==> src/rtl/cci_status_writer.sv <==
// Status-line producer for the CCI write arbiter: keeps AFU progress counters and posts a
// snapshot to one host line, periodically or on error, with a single write in flight.
module cci_status_writer #(
  parameter int unsigned MDATA_W    = 14,
  parameter logic [1:0]  STATUS_TAG = 2'b11
) (
  input  logic               clk,
  input  logic               reset,
  input  logic               afu_en,
  input  logic [31:0]        status_base_addr,
  input  logic [15:0]        update_period,
  input  logic               frame_written_inc,
  input  logic               frame_read_inc,
  input  logic               error_pulse,
  input  logic [7:0]         error_code,
  output logic               write_request,
  output logic [31:0]        write_addr,
  output logic [MDATA_W-1:0] write_mdata,
  output logic [511:0]       write_data,
  input  logic               write_grant,
  input  logic               write_resp_valid,
  input  logic [MDATA_W-1:0] write_resp_mdata,
  output logic               busy
);

  typedef enum logic [1:0] {StIdle, StReq, StWaitResp} state_e;

  state_e             state_q, state_d;
  logic [31:0]        fw_cnt_q, fw_cnt_d, fr_cnt_q, fr_cnt_d, seq_q, seq_d;
  logic [7:0]         err_code_q, err_code_d;
  logic               err_sticky_q, err_sticky_d;
  logic [15:0]        timer_q, timer_d;
  logic               pending_q, pending_d;
  logic [31:0]        addr_q, addr_d;
  logic [MDATA_W-1:0] mdata_q, mdata_d;
  logic [31:0]        snap_fw_q, snap_fw_d, snap_fr_q, snap_fr_d, snap_seq_q, snap_seq_d;
  logic [7:0]         snap_code_q, snap_code_d;
  logic               snap_sticky_q, snap_sticky_d;
  logic               timer_hit, trigger;

  // A zero period parks the timer at zero so the first nonzero period starts a full count.
  assign timer_hit = (update_period != 16'd0) && (timer_q == 16'd1);
  assign timer_d   = ((update_period == 16'd0) || (timer_q <= 16'd1)) ? update_period
                                                                        : timer_q - 16'd1;
  assign trigger   = timer_hit || error_pulse;

  always_comb begin
    state_d       = state_q;
    pending_d     = pending_q;
    seq_d         = seq_q;
    addr_d        = addr_q;
    mdata_d       = mdata_q;
    snap_fw_d     = snap_fw_q;
    snap_fr_d     = snap_fr_q;
    snap_seq_d    = snap_seq_q;
    snap_code_d   = snap_code_q;
    snap_sticky_d = snap_sticky_q;
    fw_cnt_d      = fw_cnt_q + {31'd0, frame_written_inc};
    fr_cnt_d      = fr_cnt_q + {31'd0, frame_read_inc};
    err_code_d    = err_code_q;
    err_sticky_d  = err_sticky_q;
    if (error_pulse) begin
      err_code_d   = error_code;
      err_sticky_d = 1'b1;
    end

    unique case (state_q)
      StIdle: begin
        pending_d = trigger;
        if (pending_q) begin
          // Snapshot uses register values, i.e. before this cycle's increments.
          snap_fw_d     = fw_cnt_q;
          snap_fr_d     = fr_cnt_q;
          snap_seq_d    = seq_q;
          snap_code_d   = err_code_q;
          snap_sticky_d = err_sticky_q;
          addr_d        = status_base_addr;
          mdata_d       = {STATUS_TAG, seq_q[MDATA_W-3:0]};
          state_d       = StReq;
        end
      end
      StReq: begin
        pending_d = pending_q | trigger;
        if (write_grant) begin
          seq_d   = seq_q + 32'd1;
          state_d = StWaitResp;
        end
      end
      StWaitResp: begin
        pending_d = pending_q | trigger;
        if (write_resp_valid && (write_resp_mdata == mdata_q)) state_d = StIdle;
      end
      default: state_d = StIdle;
    endcase
  end

  always_ff @(posedge clk) begin
    if (reset || !afu_en) begin
      state_q       <= StIdle;
      fw_cnt_q      <= '0;
      fr_cnt_q      <= '0;
      seq_q         <= '0;
      err_code_q    <= '0;
      err_sticky_q  <= 1'b0;
      timer_q       <= update_period;
      pending_q     <= 1'b0;
      addr_q        <= '0;
      mdata_q       <= '0;
      snap_fw_q     <= '0;
      snap_fr_q     <= '0;
      snap_seq_q    <= '0;
      snap_code_q   <= '0;
      snap_sticky_q <= 1'b0;
    end else begin
      state_q       <= state_d;
      fw_cnt_q      <= fw_cnt_d;
      fr_cnt_q      <= fr_cnt_d;
      seq_q         <= seq_d;
      err_code_q    <= err_code_d;
      err_sticky_q  <= err_sticky_d;
      timer_q       <= timer_d;
      pending_q     <= pending_d;
      addr_q        <= addr_d;
      mdata_q       <= mdata_d;
      snap_fw_q     <= snap_fw_d;
      snap_fr_q     <= snap_fr_d;
      snap_seq_q    <= snap_seq_d;
      snap_code_q   <= snap_code_d;
      snap_sticky_q <= snap_sticky_d;
    end
  end

  assign write_request = (state_q == StReq);
  assign busy          = (state_q != StIdle);
  assign write_addr    = addr_q;
  assign write_mdata   = mdata_q;
  assign write_data    = {384'd0, snap_seq_q, 23'd0, snap_sticky_q, snap_code_q,
                          snap_fr_q, snap_fw_q};

endmodule

==> config.mk <==
export PLATFORM = sky130hd
export DESIGN_NAME = cci_status_writer
export DESIGN_NICKNAME = d
export VERILOG_FILES = /design/src/rtl/cci_status_writer.sv
export SDC_FILE = /design/constraint.sdc
export NUM_CORES = 1
export LEC_CHECK = 0
export ABC_AREA = 1
export CELL_PAD_IN_SITES_DETAIL_PLACEMENT = 0
export CELL_PAD_IN_SITES_GLOBAL_PLACEMENT = 1
export CORE_AREA = 8 8 241 243
export DETAILED_ROUTE_END_ITERATION = 8
export DIE_AREA = 0 0 249 251
export MAX_ROUTING_LAYER = met4
export PLACE_DENSITY_LB_ADDON = 0.1
export SLEW_MARGIN = 20
export SYNTH_ARGS = -nofsm -noshare
export SYNTH_HDL_FRONTEND = slang
export SYNTH_SLANG_ARGS = --single-unit
==> constraint.sdc <==
create_clock -name clk -period 3.1 [get_ports clk]
set_clock_uncertainty 0.05 [all_clocks]
set_input_delay 0.31 -clock clk [delete_from_list [all_inputs] [get_ports clk]]
set_output_delay 0.31 -clock clk [all_outputs]
set_load 0.01 [all_outputs]
==> impl_metrics.json, run 1 <==
{
  "status": "completed",
  "grt_max_degree": 102,
  "synthToLayoutAreaGrowth_pct": 18.1,
  "crit_buf_inv": 3,
  "num_rows": 86,
  "hpwlAfterDp_mm": 34.4,
  "fillCellCount": 5935,
  "p_leak_uw": 0.00666,
  "totalNegativeSetupSlack_ns": 0,
  "drive_gt1_share_pct": 4.97,
  "io_pins": 638,
  "start_util_pct": 26.4,
  "syn_area_mm2": 0.0143,
  "synth_area_leaders": "dfxtp_1 37%, buf_4 22%, o21ai_0 6.7%",
  "crit_path_max_fanout": 82,
  "synthesis.instances": 1967,
  "cp-end-kind": "flip-flop",
  "die_h_um": 251,
  "first_pass_iters": 5,
  "maxCapViolations": 0,
  "worst_pin_slew_ns": 0.639,
  "setup_viol": 0,
  "synth_warnings": 0,
  "cts_buffers": 35,
  "postCtsSetupBuffers": 0,
  "report.final.slew_viol_count": 0,
  "internal_power_uw": 6250,
  "slew_headroom_pct": 57.4,
  "power_density_mw_per_mm2": 496,
  "h-tree-depth": 2,
  "ys_seq_elements": 262,
  "coreArea_mm2": 0.0543,
  "avgSynthCellArea_um2": 7.29,
  "vias": 11400,
  "clk_path_buf_depth": 3,
  "drc": 0,
  "holdWs_ns": 0.301,
  "cts-hold-fix-buffers": 0,
  "required_ns": 3.50,
  "cts_tree": "yes",
  "grt_pass1_wl_mm": 68.4,
  "fp.dieW_um": 249,
  "cp.arrival_ns": 2.69,
  "hold_viol": 0,
  "ys_types": 40,
  "drt_iter0_markers": 417,
  "cp_slowest_cell": "inv_6",
  "die-area_mm2": 0.0625,
  "timing.final.crit_share_pct": 73.9,
  "path_cells": "inv_1 > ha_1 > nand2_2 > inv_6 > buf_4 > o21ai_0 > a21oi_1",
  "dpl_cell_area_mm2": 0.0158,
  "final_area_mm2": 0.0169,
  "ys_seq_area_share_pct": 36.6,
  "cp_top_family": "buffers and inverters",
  "p_clk_share_pct": 48.7,
  "antenna_found_initial": 2,
  "synth.top_cell.area_share_pct": 36.6,
  "grt.total_usage_pct": 14.0,
  "multi_input_comb_area_mm2": 0.00654,
  "period_minus_slack_ns": 2.29,
  "nets": 2261,
  "worst_setup_path_start_kind": "flip-flop",
  "ctsResizeCount": 0,
  "hold_depth": 3,
  "gr-total-overflow": 0,
  "avgViaCountPerCell": 3.94,
  "min_path_type": "in -> reg",
  "cts.sinks": 262,
  "final_cell_mix": "407 x conb_1, 262 x dfxtp_1, 243 x nand2_1, 243 x nor2_1, 230 x clkdlybuf4s50_1",
  "max_stage_delay_ns": 0.60,
  "worstSetupPathType": "reg -> reg",
  "regArea_mm2": 0.00525,
  "peakVddDrop_uv": 331,
  "power_frac_comb_pct": 9.8,
  "clkTransAtPathRegs_ns": 0.05,
  "r2r_cells": 7,
  "drt-total-wl_mm": 45.1,
  "yosysTopAreaCell": "dfxtp_1",
  "port-buffer-count": 230,
  "globalplace.congestion": 0.792,
  "clock_latency_ns": 0.52,
  "p_sw_uw": 2150,
  "clock.fmax_ghz": 0.437,
  "wire_per_inst_um": 15.5,
  "crit_cells": 7,
  "postRouteAntennaNets": 0,
  "rsz0062_at_grt": "false",
  "p_sw_share_pct": 25.5,
  "p_seq_share_pct": 41.5,
  "first_global_vias": 11300,
  "cts-root-buf": "clkbuf_16",
  "layout_commonest_cell": "conb_1"
}
[synth_stat cells]
master,number
buf_2,4
a21o_1,1
nor3_2,5
nand4_1,22
nor2_2,11
o21bai_1,1
o21ai_0,193
nor3b_1,5
inv_1,176
nand2_2,8
nand2_4,2
o21a_1,2
buf_6,2
conb_1,1
o21ai_1,8
buf_4,423
inv_2,2
nor2_1,243
nor4_1,3
nand3_2,2
or2_2,5
xnor2_1,4
xor2_1,15
or2_1,2
a31oi_1,1
clkinv_1,1
nor3_4,2
o22ai_1,1
dfxtp_1,262
nor3_1,37
ha_1,12
nand2_1,244
o21ai_2,2
nor3b_2,2
nand2b_1,1
nand3_1,47
buf_1,5
a21oi_1,158
clkbuf_1,46
nor2_4,6
[cell families after synthesis]
| group | count (synthesis) | synth area share (%) |
|---|---|---|
| xor+xnor | 19 | 1.16 |
| flops | 262 | 36.6 |
| buf+inv | 659 | 28.5 |
| fa+ha+maj | 12 | 1.05 |
| compound gates | 367 | 13.0 |
| simple gates | 647 | 19.7 |
| other cells | 1 | 0.0262 |
[state kept, by name, summed over array words and instances, names as in the netlist, 2 cells and up]
name         flops
fw_cnt_q        32
seq_q           32
fr_cnt_q        32
snap_code_q      8
err_code_q       8
snap_fw_q       32
timer_q         16
write_addr      32
snap_fr_q       32
snap_seq_q      20
write_mdata     13
state_q          2
[power by group through the flow]
stage	registers [µW]	clock network (µW)	logic (µW)
4_1_cts	3490	4270	809
5_1_grt	3500	4390	916
2_1_floorplan	3570	0	861
3_5_place_dp	3560	0	805
6_report	3490	4090	819
3_3_place_gp	3560	0	803
[worst reg2reg max path, delay by kind of cell, from the launching register on]
| kind | cells | cell delay (ns) |
|---|---|---|
| flops | 1 | 0.34 |
| simple gates | 1 | 0.32 |
| compound gates | 2 | 0.24 |
| buf+inv | 3 | 1.08 |
| fa+ha+maj | 1 | 0.19 |
[layer usage]
metal	wire [µm]	vias up	track usage (%)
li1	-	5855	-
met1	20900	5145	17.4
met2	20700	365	22.5
met3	2700	46	3.75
met4	747	0	3.60
met5	0	-	-
[metrics by stage]
step                power [µW]  std cells  util (%)  setup slack [ns]
detailed placement        4370       2838      29.0             0.642
floorplan                 4430       2373         -              1.38
finish                    8400       2899      31.1             0.810
global route              8800       2899      31.1             0.560
CTS                       8570       2898      31.1             0.735
global placement          4360       2838      29.0             0.638
[layout make-up]
cell class | instances | area share [%]
timing repair buffer | 241 | 14.4
multi-input combinational | 1452 | 38.6
clock inverter | 7 | 0.651
inverter | 179 | 4.00
sequential | 262 | 31.0
tap | 704 | 5.20
clock buffer | 53 | 6.12
antenna | 1 | 0.0148
[final timing paths]
kind	start	end	slack (ns)
max	state_q[0]	snap_fr_q[30]	0.81
min	error_code[1]	err_code_q[1]	0.30
max reg2reg	state_q[0]	snap_fr_q[30]	0.81
min reg2reg	err_code_q[7]	err_code_q[7]	0.41
Power figures use the tool's default switching activity.
==> run 2, diff against run 1 <==
--- a/config.mk
+++ b/config.mk
@@ -8,9 +8,9 @@
 export ABC_AREA = 1
 export CELL_PAD_IN_SITES_DETAIL_PLACEMENT = 0
 export CELL_PAD_IN_SITES_GLOBAL_PLACEMENT = 1
-export CORE_AREA = 8 8 241 243
+export CORE_AREA = 8 8 245 247
 export DETAILED_ROUTE_END_ITERATION = 8
-export DIE_AREA = 0 0 249 251
+export DIE_AREA = 0 0 253 255
 export MAX_ROUTING_LAYER = met4
 export PLACE_DENSITY_LB_ADDON = 0.1
 export SLEW_MARGIN = 20
==> constraint.sdc (replaced) <==
create_clock -name clk -period 2.39 [get_ports clk]
set_clock_uncertainty 0.05 [all_clocks]
set_input_delay 0.239 -clock clk [delete_from_list [all_inputs] [get_ports clk]]
set_output_delay 0.239 -clock clk [all_outputs]
set_load 0.01 [all_outputs]
==> run 2 against run 1 <==
Global-route usage shrank 0.64 points; critical path depth down 3; critical endpoint is now busy; flip-flop and latch count unchanged; clock-buffer cell count unchanged; final cell count is 2.0% higher; sequential share of layout area fell by 0.25 points; setup slack worse by 0.62 ns; clock power increased by 30%; via count rose by 0.25%; combinational power is 29% higher.
==> impl_metrics.json, run 2 (synthesized netlist as in run 1, its figures left out) <==
{
  "port-buffer-count": 230,
  "postRouteAntennaNets": 0,
  "first_global_vias": 11300,
  "worstSetupPathType": "reg -> out",
  "setup_viol": 0,
  "p_seq_share_pct": 41.5,
  "cts-hold-fix-buffers": 0,
  "globalplace.congestion": 0.825,
  "grt_pass1_wl_mm": 66.8,
  "status": "completed",
  "num_rows": 87,
  "vias": 11400,
  "postCtsSetupBuffers": 0,
  "timing.final.crit_share_pct": 92.1,
  "clkTransAtPathRegs_ns": 0.05,
  "cts-root-buf": "clkbuf_16",
  "grt.total_usage_pct": 13.4,
  "dpl_cell_area_mm2": 0.0159,
  "layout_commonest_cell": "conb_1",
  "totalNegativeSetupSlack_ns": 0,
  "avgViaCountPerCell": 3.87,
  "power_frac_comb_pct": 9.8,
  "p_sw_uw": 2830,
  "report.final.slew_viol_count": 0,
  "ctsResizeCount": 0,
  "cp.arrival_ns": 1.91,
  "die-area_mm2": 0.0645,
  "grt_max_degree": 104,
  "cts_tree": "yes",
  "first_pass_iters": 5,
  "die_h_um": 255,
  "drt_iter0_markers": 491,
  "nets": 2267,
  "final_area_mm2": 0.0171,
  "slew_headroom_pct": 58.3,
  "start_util_pct": 25.6,
  "crit_path_max_fanout": 4,
  "period_minus_slack_ns": 2.20,
  "hpwlAfterDp_mm": 34.1,
  "synthToLayoutAreaGrowth_pct": 19.0,
  "cts.sinks": 262,
  "holdWs_ns": 0.237,
  "rrSetupSlack_ns": 0.37,
  "required_ns": 2.10,
  "worst_setup_path_start_kind": "flip-flop",
  "n_antenna_cell": 0,
  "power_density_mw_per_mm2": 639,
  "peakVddDrop_uv": 364,
  "fp.dieW_um": 253,
  "maxCapViolations": 0,
  "hold_viol": 0,
  "worst_pin_slew_ns": 0.621,
  "internal_power_uw": 8070,
  "drt-total-wl_mm": 45.1,
  "gr-total-overflow": 0,
  "p_leak_uw": 0.00670,
  "antenna_found_initial": 0,
  "clock_latency_ns": 0.52,
  "rsz0062_at_grt": "false",
  "p_sw_share_pct": 26.0,
  "wire_per_inst_um": 15.3,
  "cp-end-kind": "primary output",
  "drc": 0,
  "final_cell_mix": "407 x conb_1, 262 x dfxtp_1, 243 x nand2_1, 243 x nor2_1, 230 x clkdlybuf4s50_1",
  "clock.fmax_ghz": 0.454,
  "cts_buffers": 36,
  "h-tree-depth": 2,
  "io_pins": 638,
  "min_path_type": "in -> reg",
  "coreArea_mm2": 0.0560,
  "drive_gt1_share_pct": 5.36,
  "p_clk_share_pct": 48.8,
  "clk_path_buf_depth": 3
}
[run 2: changes by cell type in the layout (fill, tap and decap cells not counted), sizes merged]
cell and delta:
diode -1, clkinvlp +2, clkinv +1, buf +5, bufinv -1
[run 2: critical path, stage by stage, from the launching register on]
cell and delay, ns:
dfxtp_1 0.39, inv_1 0.10, ha_1 0.22, inv_1 0.08
clkdlybuf4s50_1 0.59
[run 2: per-layer routing]
metal	share of wire, %	routed length, µm	GRT usage, %	vias to the layer above
li1	-	-	-	5862
met1	45	20400	17.0	5172
met2	47	21000	21.4	356
met3	6.3	2840	2.95	50
met4	1.8	800	3.60	0
met5	0	0	-	-
[run 2: cell type report]
class / instances / area (µm²)
clock buffer: 53 / 1060
tap: 756 / 946
sequential: 262 / 5250
multi-input combinational: 1452 / 6540
clock inverter: 9 / 100
inverter: 179 / 677
fill: 6115 / 38900
timing repair buffer: 246 / 2500
[run 2: worst paths after layout]
check	start	depth (start not counted)	endpoint
min	error_code[4]	3	err_code_q[4]
min reg2reg	err_code_q[3]	2	err_code_q[3]
max	state_q[0]	4	busy
max reg2reg	state_q[1]	10	seq_q[29]
[run 2: through the flow]
step | total power, µW | utilization [%] | cells | setup slack, ns
after floorplan | 5750 | - | 2373 | 0.671
after global placement | 5670 | 28.4 | 2895 | 0.0285
after detailed placement | 5670 | 28.4 | 2895 | 0.0358
after CTS | 11200 | 30.5 | 2957 | 0.0808
after global routing | 11500 | 30.5 | 2957 | 0.0763
final | 10900 | 30.5 | 2957 | 0.189
[run 2: power by group through the flow]
stage | sequential [µW] | clock, µW | combinational, µW
finish | 4520 | 5320 | 1060
detailed placement | 4620 | 0 | 1050
floorplan | 4630 | 0 | 1120
global route | 4540 | 5750 | 1200
global placement | 4620 | 0 | 1050
CTS | 4530 | 5580 | 1050
